==> src/rtl/uart_pkg.sv <==
// Shared definitions for the UART buffer: FSM state encodings and byte width.
package uart_pkg;

  localparam int BYTE_W = 8;

  typedef enum logic [1:0] {
    T_IDLE   = 2'b00,
    T_LOAD   = 2'b01,
    T_STROBE = 2'b10,
    T_BUSY   = 2'b11
  } tx_state_t;

  typedef enum logic [1:0] {
    R_IDLE = 2'b00,
    R_ACK  = 2'b01,
    R_WAIT = 2'b10
  } rx_state_t;

endpackage

==> src/rtl/sync_fifo.sv <==
// Single-clock FIFO with a registered occupancy count and a combinational
// head output read straight from storage. Storage itself is not reset.
module sync_fifo
  import uart_pkg::*;
#(
  parameter int DEPTH = 16,
  parameter int WIDTH = BYTE_W,
  localparam int AW = $clog2(DEPTH)
) (
  input  logic             clk,
  input  logic             rst,
  input  logic [WIDTH-1:0] wdata,
  input  logic             push,
  input  logic             pop,
  output logic [WIDTH-1:0] rdata,
  output logic             full,
  output logic             empty,
  output logic [AW:0]      count
);

  localparam logic [AW:0] CAPACITY = (AW+1)'(DEPTH);

  logic [WIDTH-1:0] mem [DEPTH];
  logic [AW-1:0]    wr_ptr;
  logic [AW-1:0]    rd_ptr;
  logic             do_push;
  logic             do_pop;

  // A push into a full FIFO or a pop from an empty one is simply dropped.
  assign do_push = push && !full;
  assign do_pop  = pop && !empty;
  assign full    = (count == CAPACITY);
  assign empty   = (count == '0);
  assign rdata   = mem[rd_ptr];

  // Storage write; left out of reset so it maps onto plain RAM.
  always_ff @(posedge clk) begin
    if (do_push) begin
      mem[wr_ptr] <= wdata;
    end
  end

  // Pointers wrap naturally at DEPTH; count moves only when exactly one side acts.
  always_ff @(posedge clk or posedge rst) begin
    if (rst) begin
      wr_ptr <= '0;
      rd_ptr <= '0;
      count  <= '0;
    end else begin
      if (do_push) begin
        wr_ptr <= wr_ptr + 1'b1;
      end
      if (do_pop) begin
        rd_ptr <= rd_ptr + 1'b1;
      end
      case ({do_push, do_pop})
        2'b10:   count <= count + 1'b1;
        2'b01:   count <= count - 1'b1;
        default: count <= count;
      endcase
    end
  end

endmodule

==> src/rtl/uart_buffer.sv <==
// CPU-side TX/RX byte buffering in front of a simple UART. The TX FSM drains
// the TX FIFO into the UART with a one-cycle write strobe; the RX FSM captures
// each new UART byte, acknowledges it with a read pulse and queues it.
module uart_buffer
  import uart_pkg::*;
#(
  parameter int DEPTH = 16,
  parameter int AW    = $clog2(DEPTH)
) (
  input  logic          clk,
  input  logic          rst,
  input  logic [7:0]    tx_wdata,
  input  logic          tx_push,
  output logic          tx_full,
  output logic [AW:0]   tx_count,
  output logic [7:0]    rx_rdata,
  input  logic          rx_pop,
  output logic          rx_empty,
  output logic [AW:0]   rx_count,
  output logic          rx_ovr,
  input  logic          ovr_clr,
  output logic [7:0]    u_tx_data,
  output logic          u_write,
  input  logic          u_tx_ready,
  input  logic [7:0]    u_rx_data,
  input  logic          u_rx_new,
  output logic          u_read
);

  tx_state_t  tx_state;
  tx_state_t  tx_next;
  rx_state_t  rx_state;
  rx_state_t  rx_next;

  logic [7:0] tx_head;
  logic       tx_empty;
  logic       tx_pop;
  logic [7:0] rx_byte;
  logic       rx_push;
  logic       rx_full;
  logic       rx_capture;

  sync_fifo #(
    .DEPTH (DEPTH),
    .WIDTH (BYTE_W)
  ) tx_fifo (
    .clk   (clk),
    .rst   (rst),
    .wdata (tx_wdata),
    .push  (tx_push),
    .pop   (tx_pop),
    .rdata (tx_head),
    .full  (tx_full),
    .empty (tx_empty),
    .count (tx_count)
  );

  sync_fifo #(
    .DEPTH (DEPTH),
    .WIDTH (BYTE_W)
  ) rx_fifo (
    .clk   (clk),
    .rst   (rst),
    .wdata (rx_byte),
    .push  (rx_push),
    .pop   (rx_pop),
    .rdata (rx_rdata),
    .full  (rx_full),
    .empty (rx_empty),
    .count (rx_count)
  );

  // TX state register; reset abandons any byte in flight.
  always_ff @(posedge clk or posedge rst) begin
    if (rst) begin
      tx_state <= T_IDLE;
    end else begin
      tx_state <= tx_next;
    end
  end

  // TX sequencing: pop on leaving idle, strobe write, then wait out the UART busy period.
  always_comb begin
    tx_next = tx_state;
    tx_pop  = 1'b0;
    u_write = 1'b0;
    case (tx_state)
      T_IDLE: begin
        if (!tx_empty && u_tx_ready) begin
          tx_pop  = 1'b1;
          tx_next = T_LOAD;
        end
      end
      T_LOAD: begin
        tx_next = T_STROBE;
      end
      T_STROBE: begin
        u_write = 1'b1;
        if (!u_tx_ready) begin
          tx_next = T_BUSY;
        end
      end
      T_BUSY: begin
        if (u_tx_ready) begin
          tx_next = T_IDLE;
        end
      end
      default: begin
        tx_next = T_IDLE;
      end
    endcase
  end

  // Outgoing byte is latched at the pop and held until the next pop.
  always_ff @(posedge clk or posedge rst) begin
    if (rst) begin
      u_tx_data <= '0;
    end else if (tx_pop) begin
      u_tx_data <= tx_head;
    end
  end

  // RX state register.
  always_ff @(posedge clk or posedge rst) begin
    if (rst) begin
      rx_state <= R_IDLE;
    end else begin
      rx_state <= rx_next;
    end
  end

  // RX sequencing: capture, acknowledge and enqueue for one cycle, then wait for rx_new to drop.
  always_comb begin
    rx_next    = rx_state;
    rx_capture = 1'b0;
    rx_push    = 1'b0;
    u_read     = 1'b0;
    case (rx_state)
      R_IDLE: begin
        if (u_rx_new) begin
          rx_capture = 1'b1;
          rx_next    = R_ACK;
        end
      end
      R_ACK: begin
        u_read  = 1'b1;
        rx_push = 1'b1;
        rx_next = R_WAIT;
      end
      R_WAIT: begin
        if (!u_rx_new) begin
          rx_next = R_IDLE;
        end
      end
      default: begin
        rx_next = R_IDLE;
      end
    endcase
  end

  // Holding register for the byte being acknowledged.
  always_ff @(posedge clk or posedge rst) begin
    if (rst) begin
      rx_byte <= '0;
    end else if (rx_capture) begin
      rx_byte <= u_rx_data;
    end
  end

  // Sticky overrun: a dropped byte wins over a clear in the same cycle.
  always_ff @(posedge clk or posedge rst) begin
    if (rst) begin
      rx_ovr <= 1'b0;
    end else if (rx_push && rx_full) begin
      rx_ovr <= 1'b1;
    end else if (ovr_clr) begin
      rx_ovr <= 1'b0;
    end
  end

endmodule

==> config.mk <==
export PLATFORM = sky130hd
export DESIGN_NAME = uart_buffer
export DESIGN_NICKNAME = d
export VERILOG_FILES = /design/src/rtl/uart_pkg.sv /design/src/rtl/sync_fifo.sv /design/src/rtl/uart_buffer.sv
export SDC_FILE = /design/constraint.sdc
export NUM_CORES = 1
export LEC_CHECK = 0
export ABC_CLOCK_PERIOD_IN_PS = 3520
export CORE_UTILIZATION = 50
export DETAILED_ROUTE_END_ITERATION = 8
export PLACE_DENSITY = 0.79
export SLEW_MARGIN = 5
export SYNTH_ARGS = -nofsm -noshare
export SYNTH_HDL_FRONTEND = slang
export SYNTH_SLANG_ARGS = --single-unit
==> constraint.sdc <==
create_clock -name clk -period 3.52 [get_ports clk]
set_input_delay 0.704 -clock clk [delete_from_list [all_inputs] [get_ports clk]]
set_output_delay 0.704 -clock clk [all_outputs]
set_load 0.005 [all_outputs]
==> results.cfg, run 1 <==
[sta]
rsz0062_at_grt = no
period_share_pct = 97.9
finalSetupTns_ns = 0
final_max_slew_viol_count = 0
skew_ns = 0.0148
fmax_ghz = 0.290
hold_violations = 0
tightestPinTransition_ns = 1.06
worst_slack_ns = 0.0736
relSlewSlack_pct = 29.1
setup_violations = 0
period_minus_slack_ns = 3.45

[place]
place.gp.congestion = 0.810
dpl.hpwl_um = 15000
port-buffer-count = 53
dpl_cell_area_um2 = 13100
dp_slack_ns = 0.235

[clock_network]
cts_buffer_depth = 3
clkSlewWorstSetupHoldPaths_ns = 0.06
holdBufCountCts = 0
worstSkewPairLatency_ns = 0.54
h-tree-depth = 1
numCtsBuffers = 29
clockRootBuffer = clkbuf_16
tritoncts = built
cts_sinks = 303

[layout]
multi_input_area_um2 = 3130
nNetsFinal = 738
synthToLayoutAreaGrowth_pct = 14.9
finalInstanceArea_um2 = 14100
antennaDiodeCount = 0
drive_above_1_share_pct = 17.6
final_util_pct = 59.2
final-seq-area_um2 = 8870
n_fill_cell = 1625

[pwr]
p_sw_share_pct = 29.5
vdd_ir_drop_max_mv = 0.435
power_density_nw_per_um2 = 816
power.internal_mw = 8.10
p_comb_share_pct = 28.2
cellLeakagePower_nw = 4.84
total_power_mw = 11.5
seqPwrFrac_pct = 46.5
p_clk_share_pct = 25.3
power_switching_mw = 3.39

[yosys]
yosysTopAreaCellShare_pct = 62.8
synthCells = 619
async_reset_ff_share_pct = 15.5
synth_seq_area_share_pct = 72.4
avgSynthCellArea_um2 = 19.8
synth.distinct_cells = 36
synth_flop_cell = edfxtp_1
synth_common_cells = edfxtp_1 (256), dfrtp_1 (47), mux4_2 (42)
yosys.cell_count.top_type = edfxtp_1
synth_nets = 666
synth-seq-cells = 303
synth_edf_count = 256
synth_top_area_cell = edfxtp_1
synth_area_um2 = 12200
synthTopCellsByArea = edfxtp_1 (63%), dfrtp_1 (9.6%), mux4_2 (7.7%)
ys_warn_count = 0

[setup_path]
r2r-end = tx_fifo.count[4]
critPathSlowestCell = mux4_1
worstReg2RegStart = tx_fifo.count[1]
cp-end-kind = output pin
worstPathRequired_ns = 2.82
cp_top_family = multiplexers
criticalPathCategory = register to output pin
max_stage_delay_ns = 0.67
crit_buf_inv = 2
cp.arrival_ns = 2.74
path_cells = buf_12 -> mux4_1 -> mux4_2 -> clkdlybuf4s50_1
path_max_fanout = 18
r2r_slack_ns = 0.26
reg2reg_depth = 12
crit_path_start_kind = register

[die]
ios = 54
core_um2 = 23800
die-area_um2 = 25100
die_h_um = 158
row_count = 56
start_util_pct = 51.6
die_x_um = 158

[route]
via_per_inst = 5.77
dr.pass1.iters = 4
postRouteAntennaNets = 0
via_count = 5956
drc = 0
first_iter_violations = 459
wl_per_cell_um = 23.1
wl_um = 23900

[worst_hold_path]
min_path_cells = 2
hold_path_end = rx_state[1]
hold_path_class = register to register
hold_start = rx_state[1]

[grt]
grt_overflow = 0
grt.total_usage_pct = 20.1
grt_start_max_net_pins = 48
grt_pass1_vias = 6301
antenna_found_initial = 0
grt_pass1_wl_um = 36600

[flow_run]
maxCapViolCount = 0

[outcome]
status = finished, final reports clean
[metrics by stage]
stage                     instances  hold slack [ns]
after floorplan                 619            0.490
after global placement          978            0.509
after detailed placement        978            0.522
after CTS                      1034            0.539
after global routing           1033            0.573
final                          1033            0.539
[flip-flops by register name, indices dropped and copies added, names as in the netlist, 4 cells and up]
signal,flops
u_tx_data,8
rx_fifo.rd_ptr,4
tx_fifo.mem,128
rx_fifo.wr_ptr,4
tx_fifo.count,5
tx_fifo.rd_ptr,4
rx_fifo.count,5
tx_fifo.wr_ptr,4
rx_fifo.mem,128
rx_byte,8
[worst reg2reg max path: stages, from the launching register on]
cell	delay, ns
dfrtp_1	0.44
nor4_1	0.56
nand2_1	0.16
and2_1	0.20
inv_1	0.07
ha_1	0.25
inv_1	0.11
fa_1	0.40
nor2b_1	0.12
o21ai_0	0.12
nand3_1	0.11
or3b_2	0.46
xnor2_1	0.14
[area by class of cell]
class	instances	share of cell area (%)
Inverter	22	0.587
Clock inverter	9	0.560
Sequential cell	303	63.0
Timing Repair Buffer	71	4.93
Multi-Input combinational cell	264	22.3
Tap cell	319	2.84
Clock buffer	45	5.80
[worst max path at each step]
| stage | from | end | slack, ns | cells past startpoint |
|---|---|---|---|---|
| 6_report | rx_fifo.rd_ptr[0] | rx_rdata[1] | 0.07 | 4 |
| 2_1_floorplan | u_tx_ready | tx_fifo.count[4] | 0.56 | 11 |
| 4_1_cts | rx_fifo.rd_ptr[0] | rx_rdata[2] | 0.02 | 5 |
| 5_1_grt | rx_fifo.rd_ptr[0] | rx_rdata[1] | 0.006 | 4 |
| 3_5_place_dp | u_tx_ready | tx_fifo.count[4] | 0.23 | 11 |
| 3_3_place_gp | u_tx_ready | tx_fifo.count[4] | 0.43 | 11 |
[power by group through the flow]
stage          clock [mW]  combinational (mW)  sequential [mW]
6_report             2.91                3.24             5.34
3_3_place_gp            0                3.04             5.32
5_1_grt              3.09                3.51             5.42
2_1_floorplan           0                2.33             5.01
3_5_place_dp            0                3.19             5.40
4_1_cts              2.95                3.31             5.34
[repair_timing]
item	in CTS	in global routing
gates cloned	1	0
gates resized for setup	2	1
buffers inserted	1	0
setup endpoints to repair	4	4
[layer usage]
metal | vias to the layer above | track usage, % | wire length [um]
li1 | 2617 | - | -
met1 | 3081 | 26.3 | 9760
met2 | 215 | 34.8 | 12300
met3 | 43 | 3.51 | 1380
met4 | 0 | 5.31 | 487
met5 | - | 0 | 0
[cells by family after synthesis]
| logic type | synth area share, % |
|---|---|
| DFF | 72.4 |
| xor gates and xnor gates | 1.43 |
| buffers and inverters | 2.08 |
| and+or+nand+nor | 3.45 |
| adders and majority gates | 2.57 |
| AOI/OAI and AO/OA | 2.17 |
| muxes | 15.9 |
[layout by cell type, fill, tap and decap left out, drive strengths merged, types with 11 or more instances in the layout]
master	n
a21oi	17
and2	17
buf	18
clkbuf	45
clkdlybuf4s50	52
dfrtp	47
edfxtp	256
ha	22
inv	24
mux2	19
mux4	72
nand2	23
nor2	13
o21ai	11
o22ai	17
xnor2	14
No activity file was read; power rests on OpenSTA's default activity.
==> run 2, diff against run 1 <==
--- a/config.mk
+++ b/config.mk
@@ -5,10 +5,11 @@
 export SDC_FILE = /design/constraint.sdc
 export NUM_CORES = 1
 export LEC_CHECK = 0
-export ABC_CLOCK_PERIOD_IN_PS = 3520
+export CAP_MARGIN = 30
 export CORE_UTILIZATION = 50
 export DETAILED_ROUTE_END_ITERATION = 8
 export PLACE_DENSITY = 0.79
+export REMOVE_ABC_BUFFERS = 1
 export SLEW_MARGIN = 5
 export SYNTH_ARGS = -nofsm -noshare
 export SYNTH_HDL_FRONTEND = slang
==> run 2 against run 1 <==
Against the previous run: non-clock buffer count increased by 4; global-route usage fell by 0.55 points; core utilization is 0.57 points higher; worst setup slack lost 0.017 ns; count of clock-buffer cells in the layout fell by 9; critical path depth up 1; die area stayed put; flip-flop and latch count unchanged; largest power group unchanged; via count decreased by 0.76%; final area increased by 0.96%; clock skew decreased by 0.0032 ns.
==> results.cfg, run 2 (synthesis gave the netlist of run 1 again) <==
[layout]
antennaDiodeCount = 0
reg.largest.list = rx_fifo.mem (128), tx_fifo.mem (128)
final_cell_mix = edfxtp_1 (256), clkdlybuf4s50_1 (49), mux4_2 (45), dfrtp_1 (45), clkbuf_16 (31)
finalInstanceArea_um2 = 14200
nNetsFinal = 743
layout_commonest_cell = edfxtp_1
synthToLayoutAreaGrowth_pct = 16.0
drive_above_1_share_pct = 19.4

[sta]
period_minus_slack_ns = 3.46
rsz0062_at_grt = no
whs_ns = 0.535
fmax_ghz = 0.289
finalSetupTns_ns = 0
period_share_pct = 98.4
relSlewSlack_pct = 46.0
hold_violations = 0
setup_violations = 0
skew_ns = 0.0116
final_max_slew_viol_count = 0
tightestPinTransition_ns = 0.806

[setup_path]
criticalPathCategory = register to output pin
path_max_fanout = 17
crit_path_start = rx_fifo.rd_ptr[0]
r2r_slack_ns = 0.33
worstReg2RegStart = rx_fifo.count[2]
worstPathRequired_ns = 2.82
cp-end-kind = output pin
r2r-end = rx_fifo.count[4]
reg2reg_depth = 11
crit_path_start_kind = register
cp.arrival_ns = 2.76

[die]
die_h_um = 158
ios = 54
die-area_um2 = 25100
die_x_um = 158
core_um2 = 23800
start_util_pct = 51.6
row_count = 56

[route]
dr.pass1.iters = 5
via_per_inst = 5.69
postRouteAntennaNets = 0
via_count = 5911
first_iter_violations = 439
drc = 0
wl_um = 23500
wl_per_cell_um = 22.6

[worst_hold_path]
hold_path_class = register to register
min_path_cells = 2
hold_start = rx_ovr
hold_path_end = rx_ovr

[grt]
grt.total_usage_pct = 19.5
grt_pass1_vias = 6138
grt_start_max_net_pins = 36
grt_pass1_wl_um = 35800
grt_overflow = 0
antenna_found_initial = 0

[clock_network]
numCtsBuffers = 30
tritoncts = built
clkSlewWorstSetupHoldPaths_ns = 0.06
holdBufCountCts = 0
cts_buffer_depth = 3
h-tree-depth = 1
cts_sinks = 303
clockRootBuffer = clkbuf_16
worstSkewPairLatency_ns = 0.55

[place]
place.gp.congestion = 0.817
port-buffer-count = 53
dpl_cell_area_um2 = 13200
dpl.hpwl_um = 15000

[outcome]
status = finished, final reports clean

[pwr]
vdd_ir_drop_max_mv = 0.530
power_density_nw_per_um2 = 824
cellLeakagePower_nw = 4.93
total_power_mw = 11.7

[flow_run]
maxCapViolCount = 0
[run 2: layout make-up]
cell class,instances,area (um2)
Clock buffer,36,805
Clock inverter,20,159
Fill cell,1620,9550
Inverter,22,82.6
Multi-Input combinational cell,264,3120
Sequential cell,303,8870
Tap cell,319,399
Timing Repair Buffer,75,771
[run 2: through the flow]
stage	utilization (%)	setup slack, ns	std cells
2_1_floorplan	-	0.108	589
3_3_place_gp	55.4	0.366	980
3_5_place_dp	55.5	0.267	981
4_1_cts	59.7	-0.0249	1038
5_1_grt	59.8	0.000727	1039
6_report	59.8	0.0567	1039
[run 2: where the power goes]
part           switching [mW]  total, mW  internal (mW)
Combinational            1.51       3.35           1.84
Sequential              0.630       5.27           4.64
Clock                    1.31       3.08           1.78
Total                    3.45       11.7           8.26
[run 2: worst max-delay path by stage]
stage	depth (start not counted)	slack [ns]	end
3_3_place_gp	11	0.37	tx_fifo.count[4]
3_5_place_dp	11	0.27	tx_fifo.count[4]
5_1_grt	5	0.0007	rx_rdata[7]
4_1_cts	4	-0.02	rx_rdata[1]
6_report	5	0.06	rx_rdata[1]
2_1_floorplan	10	0.11	tx_fifo.count[4]
[run 2: repair_timing]
item,CTS,global route
gates cloned,1,0
resized for setup,1,8
buffers inserted,0,1
endpoints found under the setup margin,2,7
[run 2: per-layer routing]
layer  track usage [%]  vias up  part of all wire [%]
li1                  -     2623                     -
met1              23.5     3061                    39
met2              36.0      184                    54
met3              2.69       43                   4.5
met4              6.68        0                   2.7
met5                 0        -                     0
[run 2: worst max-delay path, cell delays in order, from the launching register on]
cell and delay (ns):
dfrtp_2 0.41, buf_12 0.12, buf_16 0.16, mux4_1 0.58, mux4_2 0.48, clkdlybuf4s50_1 0.46
==> run 3, diff against run 2 <==
--- a/config.mk
+++ b/config.mk
@@ -6,10 +6,10 @@
 export NUM_CORES = 1
 export LEC_CHECK = 0
 export CAP_MARGIN = 30
+export CORE_ASPECT_RATIO = 2
 export CORE_UTILIZATION = 50
 export DETAILED_ROUTE_END_ITERATION = 8
 export PLACE_DENSITY = 0.79
-export REMOVE_ABC_BUFFERS = 1
 export SLEW_MARGIN = 5
 export SYNTH_ARGS = -nofsm -noshare
 export SYNTH_HDL_FRONTEND = slang
==> run 3 against run 2 <==
Against the previous run: critical path depth down 1; highest routed layer unchanged; routed wire length grew 3.7%; count of clock-buffer cells in the layout unchanged; largest cell class unchanged.
==> results.cfg, run 3 (synthesis gave the netlist of run 1 again) <==
[outcome]
status = finished, final reports clean

[clock_network]
tritoncts = built
cts_buffer_depth = 3
numCtsBuffers = 25
clkSlewWorstSetupHoldPaths_ns = 0.07
clockRootBuffer = clkbuf_16
h-tree-depth = 1
worstSkewPairLatency_ns = 0.54
holdBufCountCts = 0
cts_sinks = 303

[place]
place.gp.congestion = 0.800
dp_slack_ns = 0.148
port-buffer-count = 53
dpl.hpwl_um = 17000

[route]
wl_um = 24400
drc = 0
wl_per_cell_um = 24.2
via_per_inst = 5.87
dr.pass1.iters = 4
postRouteAntennaNets = 0
first_iter_violations = 275
via_count = 5908

[sta]
rsz0062_at_grt = no
period_minus_slack_ns = 3.46
setup_violations = 0
relSlewSlack_pct = 45.6
tightestPinTransition_ns = 0.813
skew_ns = 0.0183
final_max_slew_viol_count = 0
hold_violations = 0
fmax_ghz = 0.289
finalSetupTns_ns = 0
period_share_pct = 98.2
worst_slack_ns = 0.0622
whs_ns = 0.540

[die]
die_h_um = 223
start_util_pct = 51.2
row_count = 80
core_um2 = 23900
die-area_um2 = 25200
die_x_um = 113
ios = 54

[grt]
grt_use_met3_pct = 2.74
grt_start_max_net_pins = 48
grt.busiest_layer = met2
grt_overflow = 0
grt_pass1_vias = 6459
met1_usage_pct = 18.7
antenna_found_initial = 0
grtUsageMet2_pct = 40.6
grt_pass1_wl_um = 36700
grt.total_usage_pct = 20.1

[layout]
reg.largest.list = rx_fifo.mem (128), tx_fifo.mem (128)
nNetsFinal = 747
synthToLayoutAreaGrowth_pct = 14.5
n_fill_cell = 1675
layout_commonest_cell = edfxtp_1
antennaDiodeCount = 0
final_util_pct = 58.6
final_cell_mix = edfxtp_1 (256), clkdlybuf4s50_1 (51), dfrtp_1 (45), mux4_2 (44), mux4_1 (28)
drive_above_1_share_pct = 19.1

[flow_run]
maxCapViolCount = 0

[worst_hold_path]
hold_path_class = register to register

[setup_path]
worstPathRequired_ns = 2.82
cp.arrival_ns = 2.75
cp-end-kind = output pin
crit_path_start_kind = register
path_max_fanout = 18
criticalPathCategory = register to output pin

[pwr]
cellLeakagePower_nw = 4.84
vdd_ir_drop_max_mv = 0.599
power_density_nw_per_um2 = 807
==> run 3: cell types whose count changed in the layout (fill, tap and decap cells not counted), moves of 2 or more <==
cell             previous run  this run
dlymetal6s2s_1              4         2
buf_4                      18        27
clkbuf_1                    4        10
clkdlybuf4s50_1            49        51
clkinvlp_4                  1         4
clkinv_2                    8         2
clkbuf_16                  31        25
clkinv_1                    6         1
==> run 3: routing by layer <==
layer  wire length (um)  part of all wire (%)
met1               7760                    32
met2              14500                    60
met3                920                   3.8
met4               1170                   4.8
met5                  0                     0
==> run 3: timing repair <==
item	CTS	global route
setup endpoints to repair	5	5
resized for setup	3	3
gates cloned	1	0
setup buffers	0	4
endpoints found under the hold margin	0	0
==> run 3: critical path: stages (launching register included) <==
cell             delay [ns]
dfrtp_2                0.43
buf_12                 0.19
mux4_1                 0.64
mux4_2                 0.49
clkdlybuf4s50_1        0.46
==> run 3: final cells by class <==
class / instances / area, um2 / area share, %
Sequential cell: 303 / 8870 / 63.2
Clock inverter: 10 / 91.3 / 0.651
Timing Repair Buffer: 84 / 821 / 5.85
Clock buffer: 36 / 677 / 4.83
Inverter: 22 / 82.6 / 0.589
Multi-Input combinational cell: 264 / 3120 / 22.3
Tap cell: 287 / 359 / 2.56
==> run 3: report_power, final <==
part / switching, mW / leakage (nW) / internal [mW]
clock network: 1.22 / 0.360 / 1.43
registers: 0.661 / 2.86 / 4.63
logic: 1.50 / 1.61 / 1.88
total: 3.38 / 4.84 / 7.94
==> run 3: worst paths after layout <==
| path | cells past startpoint | endpoint | start | slack (ns) |
|---|---|---|---|---|
| min in group asynchronous | 3 | rx_byte[4] | rst | 0.67 |
| min reg2reg | 2 | rx_ovr | rx_ovr | 0.54 |
| max reg2reg | 11 | rx_fifo.count[4] | rx_fifo.count[2] | 0.16 |
| max | 4 | rx_rdata[2] | rx_fifo.rd_ptr[0] | 0.06 |
| max in group asynchronous | 3 | tx_fifo.rd_ptr[2] | rst | 2.34 |
| min | 2 | rx_ovr | rx_ovr | 0.54 |
==> run 3: metrics by stage <==
step	area, um2	std cells	total power, mW
CTS	14000	1001	11.4
finish	14000	1006	11.3
global route	14000	1006	11.8
floorplan	12200	619	7.34
detailed placement	13200	954	8.66
global placement	13200	953	8.43
